**src/rtl/ltc2600_pkg.sv**
```systemverilog
// Shared definitions for the LTC2600 serial link: command codes, the
// all-channels address, legal frame lengths and the responder FSM states.
// The DAC writer imports this same package so both ends agree on encodings.
package ltc2600_pkg;

  typedef enum logic [3:0] {
    CMD_WRITE_IN      = 4'h0,
    CMD_UPD           = 4'h1,
    CMD_WRITE_UPD_ALL = 4'h2,
    CMD_WRITE_UPD     = 4'h3,
    CMD_PWR_DN        = 4'h4,
    CMD_NOP           = 4'hF
  } cmd_e;

  typedef enum logic [1:0] {
    ST_IDLE,
    ST_SHIFT,
    ST_DECODE
  } state_e;

  localparam logic [3:0] ADDR_ALL         = 4'hF;
  localparam int         FRAME_BITS_SHORT = 24;
  localparam int         FRAME_BITS_LONG  = 32;
  localparam int         SHREG_BITS       = 32;
  localparam int         CNT_BITS         = 6;

  // A frame is legal only when exactly 24 or 32 bits were clocked in.
  function automatic logic frame_len_ok(input logic [CNT_BITS-1:0] cnt);
    return (cnt == CNT_BITS'(FRAME_BITS_SHORT)) ||
           (cnt == CNT_BITS'(FRAME_BITS_LONG));
  endfunction

endpackage

```
**src/rtl/ltc2600_spi_responder_if.sv**
```systemverilog
// SPI pin bundle between a DAC writer (master) and the LTC2600 responder
// (slave). The sdo echo pin exists only when LTC2600_SDO_ECHO_EN is defined.
interface ltc2600_spi_responder_if;

  logic sck;
  logic sdi;
  logic csb;
  logic clrb;

`ifdef LTC2600_SDO_ECHO_EN
  logic sdo;

  modport master (output sck, output sdi, output csb, output clrb, input  sdo);
  modport slave  (input  sck, input  sdi, input  csb, input  clrb, output sdo);
`else
  modport master (output sck, output sdi, output csb, output clrb);
  modport slave  (input  sck, input  sdi, input  csb, input  clrb);
`endif

endinterface

```
**src/rtl/spi_input_sync.sv**
```systemverilog
// Brings the asynchronous SPI pins into the clk domain through a chain of
// SYNC_STAGES flops and derives one-cycle edge strobes from the synced levels.
// Reset levels match an idle bus (csb/clrb high, sck/sdi low) so releasing
// reset on an idle bus never fabricates a csb or sck edge.
module spi_input_sync #(
  parameter int SYNC_STAGES = 2
) (
  input  logic clk,
  input  logic rstn,
  input  logic i_sck,
  input  logic i_sdi,
  input  logic i_csb,
  input  logic i_clrb,
  output logic o_sck,
  output logic o_sdi,
  output logic o_csb,
  output logic o_clrb,
  output logic o_sck_rise,
  output logic o_sck_fall,
  output logic o_csb_rise,
  output logic o_csb_fall
);

  // Bit order in every vector below: {clrb, csb, sdi, sck}
  localparam logic [3:0] RST_LEVEL = 4'b1100;

  logic [3:0] w_pin;
  logic [3:0] w_synced;
  logic [3:0] r_sync [SYNC_STAGES];
  logic [3:0] r_prev;

  assign w_pin    = {i_clrb, i_csb, i_sdi, i_sck};
  assign w_synced = r_sync[SYNC_STAGES-1];

  // Synchronizer chain plus one extra flop holding the previous synced level
  always_ff @(posedge clk or negedge rstn) begin
    if (!rstn) begin
      for (int i = 0; i < SYNC_STAGES; i++) r_sync[i] <= RST_LEVEL;
      r_prev <= RST_LEVEL;
    end else begin
      r_sync[0] <= w_pin;
      for (int i = 1; i < SYNC_STAGES; i++) r_sync[i] <= r_sync[i-1];
      r_prev <= w_synced;
    end
  end

  assign o_sck  = w_synced[0];
  assign o_sdi  = w_synced[1];
  assign o_csb  = w_synced[2];
  assign o_clrb = w_synced[3];

  assign o_sck_rise =  w_synced[0] & ~r_prev[0];
  assign o_sck_fall = ~w_synced[0] &  r_prev[0];
  assign o_csb_rise =  w_synced[2] & ~r_prev[2];
  assign o_csb_fall = ~w_synced[2] &  r_prev[2];

endmodule

```
**src/rtl/ltc2600_spi_responder.sv**
```systemverilog
// LTC2600 octal DAC serial-input responder. Oversamples the SPI pins in clk,
// shifts in 24/32-bit frames, decodes {cmd, addr, data} and maintains the
// per-channel input register, DAC register and power-up state.
// Optional feature macro: LTC2600_SDO_ECHO_EN adds the daisy-chain sdo echo.
module ltc2600_spi_responder
  import ltc2600_pkg::*;
#(
  parameter int DATA_WIDTH  = 16,
  parameter int NUM_CH      = 8,
  parameter int SYNC_STAGES = 2
) (
  input  logic                         clk,
  input  logic                         rstn,
  ltc2600_spi_responder_if.slave       spi,
  output logic [NUM_CH*DATA_WIDTH-1:0] dac_code,
  output logic [NUM_CH-1:0]            dac_on,
  output logic                         frame_valid,
  output logic [3:0]                   frame_cmd,
  output logic [3:0]                   frame_addr,
  output logic [DATA_WIDTH-1:0]        frame_data,
  output logic                         frame_error,
  output logic                         addr_error
);

  // Synced pin levels and edge strobes
  logic w_sck_s, w_sdi_s, w_csb_s, w_clrb_s;
  logic w_sck_rise, w_sck_fall, w_csb_rise, w_csb_fall;

  spi_input_sync #(
    .SYNC_STAGES (SYNC_STAGES)
  ) u_sync (
    .clk        (clk),
    .rstn       (rstn),
    .i_sck      (spi.sck),
    .i_sdi      (spi.sdi),
    .i_csb      (spi.csb),
    .i_clrb     (spi.clrb),
    .o_sck      (w_sck_s),
    .o_sdi      (w_sdi_s),
    .o_csb      (w_csb_s),
    .o_clrb     (w_clrb_s),
    .o_sck_rise (w_sck_rise),
    .o_sck_fall (w_sck_fall),
    .o_csb_rise (w_csb_rise),
    .o_csb_fall (w_csb_fall)
  );

  state_e                  r_state;
  state_e                  w_state_next;
  logic [SHREG_BITS-1:0]   r_shreg;
  logic [CNT_BITS-1:0]     r_cnt;

  // A bit is taken only on an sck rise seen while the frame is selected
  logic w_bit_edge;
  assign w_bit_edge = w_sck_rise & ~w_csb_s;

  // FSM state register
  always_ff @(posedge clk or negedge rstn) begin
    if (!rstn) r_state <= ST_IDLE;
    else       r_state <= w_state_next;
  end

  // FSM next state: an empty select (no bits) returns to IDLE silently
  always_comb begin
    w_state_next = r_state;
    unique case (r_state)
      ST_IDLE:   if (w_csb_fall) w_state_next = ST_SHIFT;
      ST_SHIFT:  if (w_csb_rise) w_state_next = (r_cnt == '0) ? ST_IDLE : ST_DECODE;
      ST_DECODE: w_state_next = ST_IDLE;
      default:   w_state_next = ST_IDLE;
    endcase
  end

  // Shift register and saturating bit counter; the count restarts in IDLE
  always_ff @(posedge clk or negedge rstn) begin
    if (!rstn) begin
      r_shreg <= '0;
      r_cnt   <= '0;
    end else if (r_state == ST_IDLE) begin
      r_cnt <= '0;
    end else if ((r_state == ST_SHIFT) && w_bit_edge) begin
      r_shreg <= {r_shreg[SHREG_BITS-2:0], w_sdi_s};
      if (r_cnt != '1) r_cnt <= r_cnt + 1'b1;
    end
  end

  // Decode of the last DATA_WIDTH+8 bits clocked in
  logic                  w_decode;
  logic                  w_len_ok;
  logic                  w_addr_ok;
  logic                  w_wr_en;
  logic [3:0]            w_f_cmd;
  logic [3:0]            w_f_addr;
  logic [DATA_WIDTH-1:0] w_f_data;

  assign w_decode  = (r_state == ST_DECODE);
  assign w_len_ok  = frame_len_ok(r_cnt);
  assign w_f_cmd   = r_shreg[DATA_WIDTH+7 -: 4];
  assign w_f_addr  = r_shreg[DATA_WIDTH+3 -: 4];
  assign w_f_data  = r_shreg[DATA_WIDTH-1:0];
  assign w_addr_ok = (w_f_addr == ADDR_ALL) || (int'(w_f_addr) < NUM_CH);
  // Writes need a legal frame on a legal address with clear released
  assign w_wr_en   = w_decode & w_len_ok & w_addr_ok & w_clrb_s;

  // Status pulses and the held copy of the last legal frame
  always_ff @(posedge clk or negedge rstn) begin
    if (!rstn) begin
      frame_valid <= 1'b0;
      frame_error <= 1'b0;
      addr_error  <= 1'b0;
      frame_cmd   <= '0;
      frame_addr  <= '0;
      frame_data  <= '0;
    end else begin
      frame_valid <= w_decode &  w_len_ok;
      frame_error <= w_decode & ~w_len_ok;
      addr_error  <= w_decode &  w_len_ok & ~w_addr_ok;
      if (w_decode && w_len_ok) begin
        frame_cmd  <= w_f_cmd;
        frame_addr <= w_f_addr;
        frame_data <= w_f_data;
      end
    end
  end

  // Per-channel input/DAC registers and power state
  genvar gi;
  for (gi = 0; gi < NUM_CH; gi++) begin : g_ch
    logic [DATA_WIDTH-1:0] r_in;
    logic [DATA_WIDTH-1:0] r_dac;
    logic                  r_on;
    logic                  w_sel;

    assign w_sel = (w_f_addr == ADDR_ALL) || (w_f_addr == 4'(gi));

    // Clear wins over any write; power state survives a clear.
    // For write-and-update-all, unselected channels copy their own input.
    always_ff @(posedge clk or negedge rstn) begin
      if (!rstn) begin
        r_in  <= '0;
        r_dac <= '0;
        r_on  <= 1'b0;
      end else if (!w_clrb_s) begin
        r_in  <= '0;
        r_dac <= '0;
      end else if (w_wr_en) begin
        case (w_f_cmd)
          CMD_WRITE_IN: begin
            if (w_sel) r_in <= w_f_data;
          end
          CMD_UPD: begin
            if (w_sel) begin
              r_dac <= r_in;
              r_on  <= 1'b1;
            end
          end
          CMD_WRITE_UPD_ALL: begin
            r_on <= 1'b1;
            if (w_sel) begin
              r_in  <= w_f_data;
              r_dac <= w_f_data;
            end else begin
              r_dac <= r_in;
            end
          end
          CMD_WRITE_UPD: begin
            if (w_sel) begin
              r_in  <= w_f_data;
              r_dac <= w_f_data;
              r_on  <= 1'b1;
            end
          end
          CMD_PWR_DN: begin
            if (w_sel) r_on <= 1'b0;
          end
          CMD_NOP: ;
          default: ;
        endcase
      end
    end

    // A powered-down channel presents code zero
    assign dac_code[gi*DATA_WIDTH +: DATA_WIDTH] = r_on ? r_dac : '0;
    assign dac_on[gi] = r_on;
  end

`ifdef LTC2600_SDO_ECHO_EN
  logic r_sdo;

  // Daisy-chain echo: the bit leaving the 32-bit shifter, launched on sck fall
  always_ff @(posedge clk or negedge rstn) begin
    if (!rstn)           r_sdo <= 1'b0;
    else if (w_csb_s)    r_sdo <= 1'b0;
    else if (w_sck_fall) r_sdo <= r_shreg[SHREG_BITS-1];
  end

  assign spi.sdo = r_sdo;

  logic w_unused_ok;
  assign w_unused_ok = w_sck_s;
`else
  // The shifter MSB and sck-fall strobe only feed the optional echo
  logic w_unused_ok;
  assign w_unused_ok = ^{r_shreg[SHREG_BITS-1], w_sck_fall, w_sck_s};
`endif

endmodule

```
**src/flat_wrapper.sv**
```systemverilog
// flat-port wrapper written by rule: the top's interface ports become plain ports
module ltc2600_spi_responder_flat import ltc2600_pkg::*;
#(
  parameter int DATA_WIDTH  = 16,
  parameter int NUM_CH      = 8,
  parameter int SYNC_STAGES = 2
)
  (clk, rstn, dac_code, dac_on, frame_valid, frame_cmd, frame_addr, frame_data, frame_error, addr_error, spi_sck, spi_sdi, spi_csb, spi_clrb);
  ltc2600_spi_responder_if spi_i ();
  input  logic clk;
  input  logic rstn;
  output logic [NUM_CH*DATA_WIDTH-1:0] dac_code;
  output logic [NUM_CH-1:0] dac_on;
  output logic frame_valid;
  output logic [3:0] frame_cmd;
  output logic [3:0] frame_addr;
  output logic [DATA_WIDTH-1:0] frame_data;
  output logic frame_error;
  output logic addr_error;
  input wire logic [$bits(spi_i.sck)-1:0] spi_sck;
  input wire logic [$bits(spi_i.sdi)-1:0] spi_sdi;
  input wire logic [$bits(spi_i.csb)-1:0] spi_csb;
  input wire logic [$bits(spi_i.clrb)-1:0] spi_clrb;
  assign spi_i.sck = spi_sck;
  assign spi_i.sdi = spi_sdi;
  assign spi_i.csb = spi_csb;
  assign spi_i.clrb = spi_clrb;
  ltc2600_spi_responder #(.DATA_WIDTH(DATA_WIDTH), .NUM_CH(NUM_CH), .SYNC_STAGES(SYNC_STAGES)) u_core (.clk(clk), .rstn(rstn), .spi(spi_i), .dac_code(dac_code), .dac_on(dac_on), .frame_valid(frame_valid), .frame_cmd(frame_cmd), .frame_addr(frame_addr), .frame_data(frame_data), .frame_error(frame_error), .addr_error(addr_error));
endmodule
```
**config.mk**
```make
export PLATFORM = sky130hd
export DESIGN_NAME = ltc2600_spi_responder_flat
export DESIGN_NICKNAME = d
export VERILOG_FILES = /design/src/rtl/ltc2600_pkg.sv /design/src/rtl/ltc2600_spi_responder_if.sv /design/src/rtl/spi_input_sync.sv /design/src/rtl/ltc2600_spi_responder.sv /design/src/flat_wrapper.sv
export SDC_FILE = /design/constraint.sdc
export NUM_CORES = 1
export LEC_CHECK = 0
export CAP_MARGIN = 20
export CELL_PAD_IN_SITES_DETAIL_PLACEMENT = 1
export CELL_PAD_IN_SITES_GLOBAL_PLACEMENT = 2
export CORE_MARGIN = 3
export CORE_UTILIZATION = 38
export DETAILED_ROUTE_END_ITERATION = 8
export HOLD_SLACK_MARGIN = 0.02
export MAX_ROUTING_LAYER = met4
export PLACE_DENSITY_LB_ADDON = 0.1
export SYNTH_ARGS = -nofsm -noshare
export SYNTH_HDL_FRONTEND = slang
export SYNTH_SLANG_ARGS = --single-unit
export TNS_END_PERCENT = 50
```
**constraint.sdc**
```tcl
create_clock -name clk -period 2.8 [get_ports clk]
set_clock_uncertainty 0.05 [all_clocks]
set_input_delay 0.42 -clock clk [delete_from_list [all_inputs] [get_ports clk]]
set_output_delay 0.42 -clock clk [all_outputs]
set_load 0.02 [all_outputs]
```
==> impl_metrics.env, run 1 <==
export IMPL_synth_top_area_frac=0.540
export IMPL_grt_overflow_total=0
export IMPL_critPathBufInv=1
export IMPL_cp_depth=2
export IMPL_total_leakage_power_nw=9.28
export IMPL_antenna_cells=0
export IMPL_crit_chain="and2_1 > clkdlybuf4s50_1"
export IMPL_cp_top_family="flip-flops"
export IMPL_drtIter0Drc=517
export IMPL_num_io_pins=169
export IMPL_routed_via_count=10881
export IMPL_fin_cells=2037
export IMPL_dpl_cell_count=1966
export IMPL_start_util=0.389
export IMPL_antenna_found_initial=0
export IMPL_clkLatencyLatePin_ns=0.52
export IMPL_clkTransAtPathRegs_ns=0.06
export IMPL_cts_root_buf="clkbuf_16"
export IMPL_syn2layout_area_growth_pct=26.0
export IMPL_slowest_delay_ns=0.69
export IMPL_crit_slowest_cell="dfrtp_1"
export IMPL_fmax_mhz=385
export IMPL_grt_pass1_wl_um=74900
export IMPL_place_worst_setup_slack_ns=0.273
export IMPL_finalWirelength_um=48600
export IMPL_synth_area_um2=15200
export IMPL_synth_xor_area_frac=0.00461
export IMPL_gp_congestion=0.823
export IMPL_rsz0062_at_grt="no"
export IMPL_fin_util=0.490
export IMPL_power_density_nw_per_um2=553
export IMPL_holdWs_ns=0.268
export IMPL_cts_resized=0
export IMPL_ant_nets=0
export IMPL_yosys_mux_area_fraction=0.170
export IMPL_synth_cell_types=47
export IMPL_reg2reg_slack_ns=0.26
export IMPL_finalCritPeriodShare=0.927
export IMPL_cts_max_path_buffers=3
export IMPL_nets=1499
export IMPL_async_flop_share=1.00
export IMPL_cts_sinks=333
export IMPL_critPathCapture="dac_code[127]"
export IMPL_fill_cells=4176
export IMPL_synth_simple_gate_area_frac=0.119
export IMPL_syn_num_nets=1302
export IMPL_synth_seq_area_share=0.549
export IMPL_synthFlopType="dfrtp_1"
export IMPL_grt_pass1_vias=11872
export IMPL_path_class="reg2out"
export IMPL_cap_violations=0
export IMPL_yosys_warnings=0
export IMPL_outcome="complete, no violations"
export IMPL_setup_viol=0
export IMPL_synth_top_area_cell="dfrtp_1"
export IMPL_finalCriticalPeriod_ns=2.60
export IMPL_crit_start="u_core.g_ch[7].r_on"
export IMPL_hp_class="in2reg"
export IMPL_coreArea_um2=39100
export IMPL_synth_seq_cells=333
export IMPL_die_area_um2=42400
export IMPL_rr_startpoint="u_core.r_cnt[3]"
export IMPL_ir_drop_v=0.000342
export IMPL_cts_tree="built"
export IMPL_ctsHtreeMaxLevel=2
export IMPL_cts_buffers=39
export IMPL_drtPass1Iterations=4
export IMPL_synth_compound_area_share=0.120
export IMPL_numPortBuffers=168
export IMPL_dieHeight_um=206
export IMPL_fin_ws_ns=0.204
export IMPL_die_w_um=206
export IMPL_layout_drive_gt1_share=0.147
export IMPL_reg2reg_to="u_core.g_ch[4].r_in[11]"
export IMPL_syn_inst=1294
export IMPL_drc_errors=0
export IMPL_start_kind="register"
export IMPL_worstSetupEndpointType="primary output"
export IMPL_avgSynthCellArea_um2=11.7
export IMPL_synth_adder_area_share=0.00165
export IMPL_drt_wirelength_per_cell_um=23.9
export IMPL_tns_ns=0
export IMPL_worst_r2r_cell_count=6
export IMPL_hold_violations=0
export IMPL_drt_vias_per_instance=5.34
export IMPL_arrival_ns=2.13
export IMPL_synth_commonest_cells="dfrtp_1, mux2i_1, nand2_1, and2_1, o2bb2ai_1"
export IMPL_yosysMostFrequentCell="dfrtp_1"
export IMPL_rows=72
export IMPL_grt_max_degree=146
export IMPL_post_dp_hpwl_um=32800
export IMPL_grtUsageTotal=0.238
export IMPL_slew_headroom=0.426
export IMPL_synth_top_family_by_area="multiplexers"
export IMPL_synth_area_leaders="dfrtp_1, mux2i_1, o2bb2ai_1"
export IMPL_cp_max_fo=18
export IMPL_slew_violations=0
export IMPL_required_ns=2.33
export IMPL_worstMarginPinSlew_ns=0.861
export IMPL_synth_edf_count=0
registers in the layout, summed over array words and instances, names as in the netlist, 6 cells and up:
name,count
u_core.g_ch.r_dac,128
u_core.g_ch.r_in,128
u_core.r_shreg,24
u_core.frame_data,16
u_core.g_ch.r_on,8
u_core.r_cnt,6
logic make-up after synthesis:
logic type,Yosys count
buffers and inverters,116
xor gates and xnor gates,8
and+or+nand+nor,360
muxes,253
adders and majority gates,2
DFF,333
AOI/OAI and AO/OA,222
power breakdown:
group / internal [W] / switching (W) / total (W)
clock network: 0.00310 / 0.00197 / 0.00507
logic: 0.000145 / 0.000322 / 0.000467
registers: 0.00486 / 0.000191 / 0.00505
total: 0.00811 / 0.00248 / 0.0106
worst reg2reg max path, stage by stage (launching register included):
cell     delay [ns]
dfrtp_1        0.44
or3b_1         0.42
a21o_1         0.25
nor4b_4        0.43
buf_4          0.23
nand2_2        0.33
mux2i_1        0.29
how the worst min path moves through the flow:
stage / start / endpoint / slack [ns] / depth (start not counted)
6_report: spi_csb / u_core.u_sync.r_sync[6] / 0.27 / 1
5_1_grt: spi_csb / u_core.u_sync.r_sync[6] / 0.26 / 1
4_1_cts: spi_csb / u_core.u_sync.r_sync[6] / 0.25 / 1
3_5_place_dp: u_core.u_sync.r_sync[5] / u_core.u_sync.w_synced[1] / 0.29 / 0
3_3_place_gp: u_core.u_sync.r_sync[5] / u_core.u_sync.w_synced[1] / 0.29 / 0
2_1_floorplan: rstn / u_core.addr_error / 0.07 / 0
final cells by class:
class                   count  area (um2)  share of cell area
clock buffers              62        1230              0.0645
clock inverters             7        62.6             0.00327
inverters                  11        41.3             0.00216
multi-input cells         845        6340               0.331
flip-flops and latches    333        8340               0.436
well taps                 518         648              0.0339
repair buffers            261        2470               0.129
routing by layer:
metal / routed length, um / global-route usage / vias up
li1: - / - / 4972
met1: 22800 / 0.331 / 5603
met3: 1910 / 0.0313 / 66
met4: 1150 / 0.0572 / 0
met5: 0 / - / -
met2: 22800 / 0.373 / 240
per-stage QoR:
stage	power [W]	area [um2]
floorplan	0.00517	15200
global placement	0.00559	17800
detailed placement	0.00560	17800
CTS	0.0107	19100
finish	0.0106	19100
global route	0.0110	19100
cells in the final DEF (no fill, tap or decap), types with 2 or more instances in the layout:
cell type | netlist | layout
a21oi_1 | 3 | 3
a22o_1 | 48 | 48
a22oi_1 | 5 | 5
a2bb2oi_1 | 3 | 3
and2_1 | 130 | 130
and3_1 | 6 | 6
and4_1 | 2 | 2
buf_12 | 0 | 6
buf_4 | 10 | 84
buf_8 | 0 | 2
clkbuf_1 | 72 | 8
clkbuf_16 | 0 | 41
clkbuf_8 | 0 | 13
clkdlybuf4s50_1 | 0 | 167
clkinv_2 | 0 | 5
dfrtp_1 | 328 | 328
dfstp_2 | 5 | 4
ha_1 | 2 | 2
inv_1 | 11 | 11
mux2_2 | 44 | 44
mux2i_1 | 209 | 209
nand2_1 | 175 | 175
nand2_2 | 7 | 7
nand2b_1 | 3 | 3
nand3_1 | 5 | 5
nor2_1 | 16 | 15
nor3_1 | 2 | 2
nor4_1 | 2 | 2
o21a_1 | 3 | 3
o21ai_0 | 7 | 7
o21ai_1 | 19 | 15
o21ai_2 | 0 | 4
o2bb2ai_1 | 128 | 128
or4b_2 | 3 | 3
xnor2_1 | 4 | 4
xor2_1 | 4 | 4
what timing repair did:
item | 4_1_cts | 5_1_grt
hold buffers | 1 | 0
endpoints found under the hold margin | 57 | 0
setup buffers | 0 | 0
(Power assumes the default switching activity.)
==> run 2: changes to the inputs <==
--- a/config.mk
+++ b/config.mk
@@ -10,6 +10,7 @@
 export CELL_PAD_IN_SITES_GLOBAL_PLACEMENT = 2
 export CORE_MARGIN = 3
 export CORE_UTILIZATION = 38
+export CTS_CLUSTER_SIZE = 40
 export DETAILED_ROUTE_END_ITERATION = 8
 export HOLD_SLACK_MARGIN = 0.02
 export MAX_ROUTING_LAYER = met4
==> results of run 2 <==
Same layout as run 1: the final DEF is identical, and so are final timing and power.
